`src/rtl/pixel_dispatcher.sv`:
```
// Pixel dispatcher: walks the frame in raster order and hands each coordinate to
// an idle Mandelbrot engine via round-robin arbitration, one grant per cycle.
module pixel_dispatcher #(
  parameter int NUM_ENGINES      = 12,
  parameter int PIXEL_DATA_WIDTH = 10,
  parameter int X_SIZE           = 640,
  parameter int Y_SIZE           = 480
) (
  input  logic                        clk,
  input  logic                        reset,
  input  logic                        start,
  input  logic                        restart,
  input  logic                        hold,
  input  logic [NUM_ENGINES-1:0]      eng_req,
  output logic [NUM_ENGINES-1:0]      eng_grant,
  output logic [PIXEL_DATA_WIDTH-1:0] x_o,
  output logic [PIXEL_DATA_WIDTH-1:0] y_o,
  output logic                        busy,
  output logic                        frame_done
);

  localparam int IDX_W = (NUM_ENGINES > 1) ? $clog2(NUM_ENGINES) : 1;

  typedef enum logic [1:0] {IDLE, DISPATCH, DRAIN, FLUSH} state_t;

  state_t                      state_q;
  logic [PIXEL_DATA_WIDTH-1:0] xCnt_q, yCnt_q;
  logic [PIXEL_DATA_WIDTH-1:0] xOut_q, yOut_q;
  logic [IDX_W-1:0]            rrPtr_q, rrPtr_d;
  logic [NUM_ENGINES-1:0]      grant_q;
  logic                        busy_q, frameDone_q;

  logic [NUM_ENGINES-1:0] eligible;
  logic                   allReq;
  logic                   pickValid;
  logic [IDX_W-1:0]       pickIdx;
  logic [IDX_W-1:0]       candIdx;
  int                     idx;
  logic                   xLast, yLast;

  // Engines drop req one cycle after their grant, so last cycle's winner is masked.
  always_comb begin
    eligible  = eng_req & ~grant_q;
    allReq    = &eng_req;
    pickValid = 1'b0;
    pickIdx   = '0;
    candIdx   = '0;
    idx       = 0;
    for (int i = 0; i < NUM_ENGINES; i++) begin
      idx = int'(rrPtr_q) + i;
      if (idx >= NUM_ENGINES) idx = idx - NUM_ENGINES;
      candIdx = IDX_W'(idx);
      if (!pickValid && eligible[candIdx]) begin
        pickValid = 1'b1;
        pickIdx   = candIdx;
      end
    end
    rrPtr_d = (pickIdx == IDX_W'(NUM_ENGINES - 1)) ? '0 : pickIdx + 1'b1;
    xLast   = (xCnt_q == PIXEL_DATA_WIDTH'(X_SIZE - 1));
    yLast   = (yCnt_q == PIXEL_DATA_WIDTH'(Y_SIZE - 1));
  end

  always_ff @(posedge clk) begin
    if (reset) begin
      state_q     <= IDLE;
      xCnt_q      <= '0;
      yCnt_q      <= '0;
      xOut_q      <= '0;
      yOut_q      <= '0;
      rrPtr_q     <= '0;
      grant_q     <= '0;
      busy_q      <= 1'b0;
      frameDone_q <= 1'b0;
    end else begin
      grant_q     <= '0;
      frameDone_q <= 1'b0;
      case (state_q)
        IDLE: begin
          if (start || restart) begin
            state_q <= DISPATCH;
            xCnt_q  <= '0;
            yCnt_q  <= '0;
            busy_q  <= 1'b1;
          end
        end
        DISPATCH: begin
          // A restart wins over any grant that would have been issued this cycle.
          if (restart) begin
            state_q <= FLUSH;
          end else if (!hold && pickValid) begin
            grant_q <= NUM_ENGINES'(1) << pickIdx;
            xOut_q  <= xCnt_q;
            yOut_q  <= yCnt_q;
            rrPtr_q <= rrPtr_d;
            if (xLast && yLast) begin
              state_q <= DRAIN;
            end else if (xLast) begin
              xCnt_q <= '0;
              yCnt_q <= yCnt_q + 1'b1;
            end else begin
              xCnt_q <= xCnt_q + 1'b1;
            end
          end
        end
        DRAIN: begin
          if (restart) begin
            state_q <= FLUSH;
          end else if (allReq && (grant_q == '0)) begin
            frameDone_q <= 1'b1;
            busy_q      <= 1'b0;
            state_q     <= IDLE;
          end
        end
        FLUSH: begin
          // Wait for every engine to abandon its stale pixel before re-rendering.
          if (allReq) begin
            state_q <= DISPATCH;
            xCnt_q  <= '0;
            yCnt_q  <= '0;
          end
        end
        default: state_q <= IDLE;
      endcase
    end
  end

  assign eng_grant  = grant_q;
  assign x_o        = xOut_q;
  assign y_o        = yOut_q;
  assign busy       = busy_q;
  assign frame_done = frameDone_q;

endmodule

```
`config.mk`:
```
export PLATFORM = sky130hd
export DESIGN_NAME = pixel_dispatcher
export DESIGN_NICKNAME = d
export VERILOG_FILES = /design/src/rtl/pixel_dispatcher.sv
export SDC_FILE = /design/constraint.sdc
export NUM_CORES = 1
export LEC_CHECK = 0
export CAP_MARGIN = 20
export CORE_MARGIN = 2
export CORE_UTILIZATION = 65
export CTS_BUF_LIST = sky130_fd_sc_hd__clkbuf_4
export DETAILED_ROUTE_END_ITERATION = 16
export DONT_BUFFER_PORTS = 1
export PLACE_DENSITY_LB_ADDON = 0.3
export SYNTH_ARGS = -nofsm -noshare
export SYNTH_HDL_FRONTEND = slang
export SYNTH_SLANG_ARGS = --single-unit
```
`constraint.sdc`:
```
create_clock -name clk -period 5.83 [get_ports clk]
set_input_delay 0.2915 -clock clk [delete_from_list [all_inputs] [get_ports clk]]
set_output_delay 0.2915 -clock clk [all_outputs]
set_load 0.05 [all_outputs]
```
==> impl_metrics.ini <==
[outcome]
status = finished clean

[clock_network]
insertion_delay_ns = 0.41
cts_root_buffer = clkbuf_4
post_cts_buffers = 0
htree_levels = 3
cts_buffers = 9
postCtsHoldBufs = 1
clockBufferDepth = 2
clk_pin_slew_ns = 0.11
cts_sinks = 60
cts_tree = yes
cts_repair_resize_count = 0

[synth]
yosysSeqAreaShare_pct = 22.8
synth-edff-count = 0
synth_area_mm2 = 0.00527
synth.distinct_cells = 86
syn_avg_cell_area_um2 = 8.16
ys.flop_type = dfxtp_1
ys_ff_latch = 60
async_flop_share_pct = 0
yosysWarnings = 0
synthesis.nets = 698
synthCells = 646

[power_and_ir_drop]
switching_share_pct = 45.0
p_int_w = 0.000849
powerDensity_mw_per_mm2 = 280
irDropWorstVdd_mv = 0.221
pwr-share-clk_pct = 19.0
p_sw_w = 0.000693
power_leakage_nw = 2.03
combinationalPowerShare_pct = 51.5
p_seq_share_pct = 29.6

[cells_and_area]
nFillCells = 670
drive_gt1_share_pct = 9.86
syn_to_final_growth_pct = 4.25
final_util_pct = 70.4
nets = 697
diodes = 0

[flow_run]
drv_cap = 0

[worst_setup_path]
cp-end-kind = flip-flop
crit_chain = buf_4, ha_1, a21boi_0, nor2_1, inv_1, ha_1, o21ai_0, nand4_1, nor3b_1, o21ai_1, nand3_1, or4_1, and4_1, a32oi_1, buf_4, ha_1, ha_1, o31ai_1
critical_path_depth = 18
worstPathArrival_ns = 5.31
critPathSlowestCell = ha_1
cp_num_buf_inv = 3
critPathMaxFanout = 18
cpPeakStageDelay_ns = 0.53
start_kind = flip-flop
crit_type = reg2reg
cp_top_family = simple AND/OR/NAND/NOR gates
crit_top_cell = ha_1
required_ns = 6.15
worstRegToRegCells = 18

[place]
hpwl_mm = 11.5
portBuffers = 0
place_congestion = 1.05

[global_routing]
grtUsageTotal_pct = 35.1
grt_pass1_wl_mm = 24.2
grt_max_degree = 33
overflow = 0
grt_pass1_vias = 4866
antenna_found_initial = 0

[timing]
fin_crit_ns = 4.99
maxSlewViolCount = 0
slew_headroom_pct = 36.8
fmax_mhz = 200
finalSetupViolations = 0
hold_viol = 0
tns_ns = 0
worstMarginPinSlew_ns = 0.945
fin_worst_skew_ns = 0.0238
rsz0062_at_grt = false
fin_crit_sh_pct = 85.6

[hold_path]
min_path_cells = 2
hold_class = in2reg

[floorplan]
core_area_mm2 = 0.00781
start_util_pct = 67.5
die_area_mm2 = 0.00885
die_width_um = 94.1
rows = 32
die_h_um = 94.1
io_pins = 51

[detailed_routing]
wl_mm = 15.0
viasPerCell = 6.86
ant_nets = 0
via_count = 5150
drtIter0Drc = 335
first_pass_iters = 5
drc_errors = 0
wire_per_inst_um = 20.0
[metal layers]
layer  track usage, %  share of wire [%]  routed length, um  vias to the layer above
met1             47.4                 43               6400                     2402
li1                 -                  -                  -                     2444
met5                0                  0                  0                        -
met4             9.78                2.0                301                        0
met3             9.15                9.0               1340                       39
met2             55.4                 46               6950                      265
[per-stage QoR]
stage / worst slack, ns / total power, W / instance area [um2] / std cells / hold slack, ns
after global routing: 0.459 / 0.00164 / 5500 / 751 / 0.0674
final: 0.838 / 0.00154 / 5500 / 751 / 0.0817
after CTS: 0.938 / 0.00152 / 5490 / 750 / 0.0623
after detailed placement: 0.982 / 0.00123 / 5350 / 734 / 0.369
after global placement: 1.13 / 0.00121 / 5350 / 734 / 0.365
after floorplan: 1.16 / 0.00105 / 5270 / 646 / 0.457
[cell type report]
cell class                      count  area [um2]  share of cell area, %
Inverter                           32         120                   2.19
Multi-Input combinational cell    530        3830                   69.7
Clock buffer                       10        75.1                   1.37
Sequential cell                    60        1200                   21.9
Timing Repair Buffer               12        90.1                   1.64
Clock inverter                      5        53.8                  0.979
Tap cell                          102         128                   2.32
[worst reg2reg max path, delay by kind of cell (launching register included)]
kind                     cells  cell delay [ns]
AND/OR/NAND/NOR              6             1.56
buffers and inverters        3             0.49
adder cells (fa/ha/maj)      4             1.18
flip-flops                   1             0.34
AO/OA/AOI/OAI                5             1.34
[registers in the layout (all words and copies together) (netlist names)]
register / flops
busy: 1
eng_grant: 12
yCnt_q: 10
x_o: 10
state_q: 2
y_o: 10
frame_done: 1
xCnt_q: 10
rrPtr_q: 4
[power groups by stage]
| stage | Combinational [W] | Clock (W) | Sequential [W] |
|---|---|---|---|
| global route | 0.000869 | 0.000313 | 0.000458 |
| CTS | 0.000769 | 0.000296 | 0.000456 |
| finish | 0.000793 | 0.000292 | 0.000456 |
| global placement | 0.000749 | 0 | 0.000463 |
| floorplan | 0.000590 | 0 | 0.000462 |
| detailed placement | 0.000762 | 0 | 0.000465 |
[cell usage after synthesis (11+ instances only)]
library cell	instances	area [um2]
inv_1	26	97.6
nand2_1	45	169
a21oi_1	42	210
nand4_1	12	75.1
nor2_1	58	218
nor3_1	21	105
nand2b_1	15	93.8
mux2i_1	27	270
or3_1	13	81.3
nand3_1	16	80.1
dfxtp_1	60	1200
o21ai_0	35	175
and2_1	11	68.8
ha_1	35	438
[worst paths after layout]
path              start         end  slack (ns)
max reg2reg  rrPtr_q[2]  rrPtr_q[2]        0.84
min               reset  rrPtr_q[3]        0.08
min reg2reg   yCnt_q[1]   yCnt_q[1]        0.52
max          rrPtr_q[2]  rrPtr_q[2]        0.84
[kinds of logic (layout without fill, tap and decap cells)]
group,Yosys count,in the layout,share of synthesized area (%)
AO/OA/AOI/OAI,174,174,22.8
AND/OR/NAND/NOR,267,267,28.9
multiplexers,39,39,9.82
XOR/XNOR,15,15,2.63
adder cells (fa/ha/maj),35,35,8.31
buffers and inverters,56,59,4.77
flip-flops,60,60,22.8
[layout by cell type, fill, tap and decap left out, types with 5 or more instances in the layout]
master / n
and3b_1: 5
buf_4: 10
nand3b_1: 5
mux2i_1: 27
inv_1: 26
a21oi_1: 42
and2_1: 11
nand4_1: 12
o31ai_1: 5
or4_1: 8
nor4_1: 6
nand3_1: 16
nor3b_1: 7
dfxtp_1: 60
o21a_1: 6
nor4bb_1: 6
xor2_1: 6
nor2b_1: 8
a32oi_1: 5
o21ai_0: 35
clkbuf_4: 10
or3_1: 13
nand2_1: 45
nor2_1: 58
ha_1: 35
or2_2: 7
a31oi_1: 6
nor3_1: 21
mux4_2: 10
nand2b_1: 15
xnor2_1: 8
o211ai_1: 9
(Power assumes the default switching activity.)
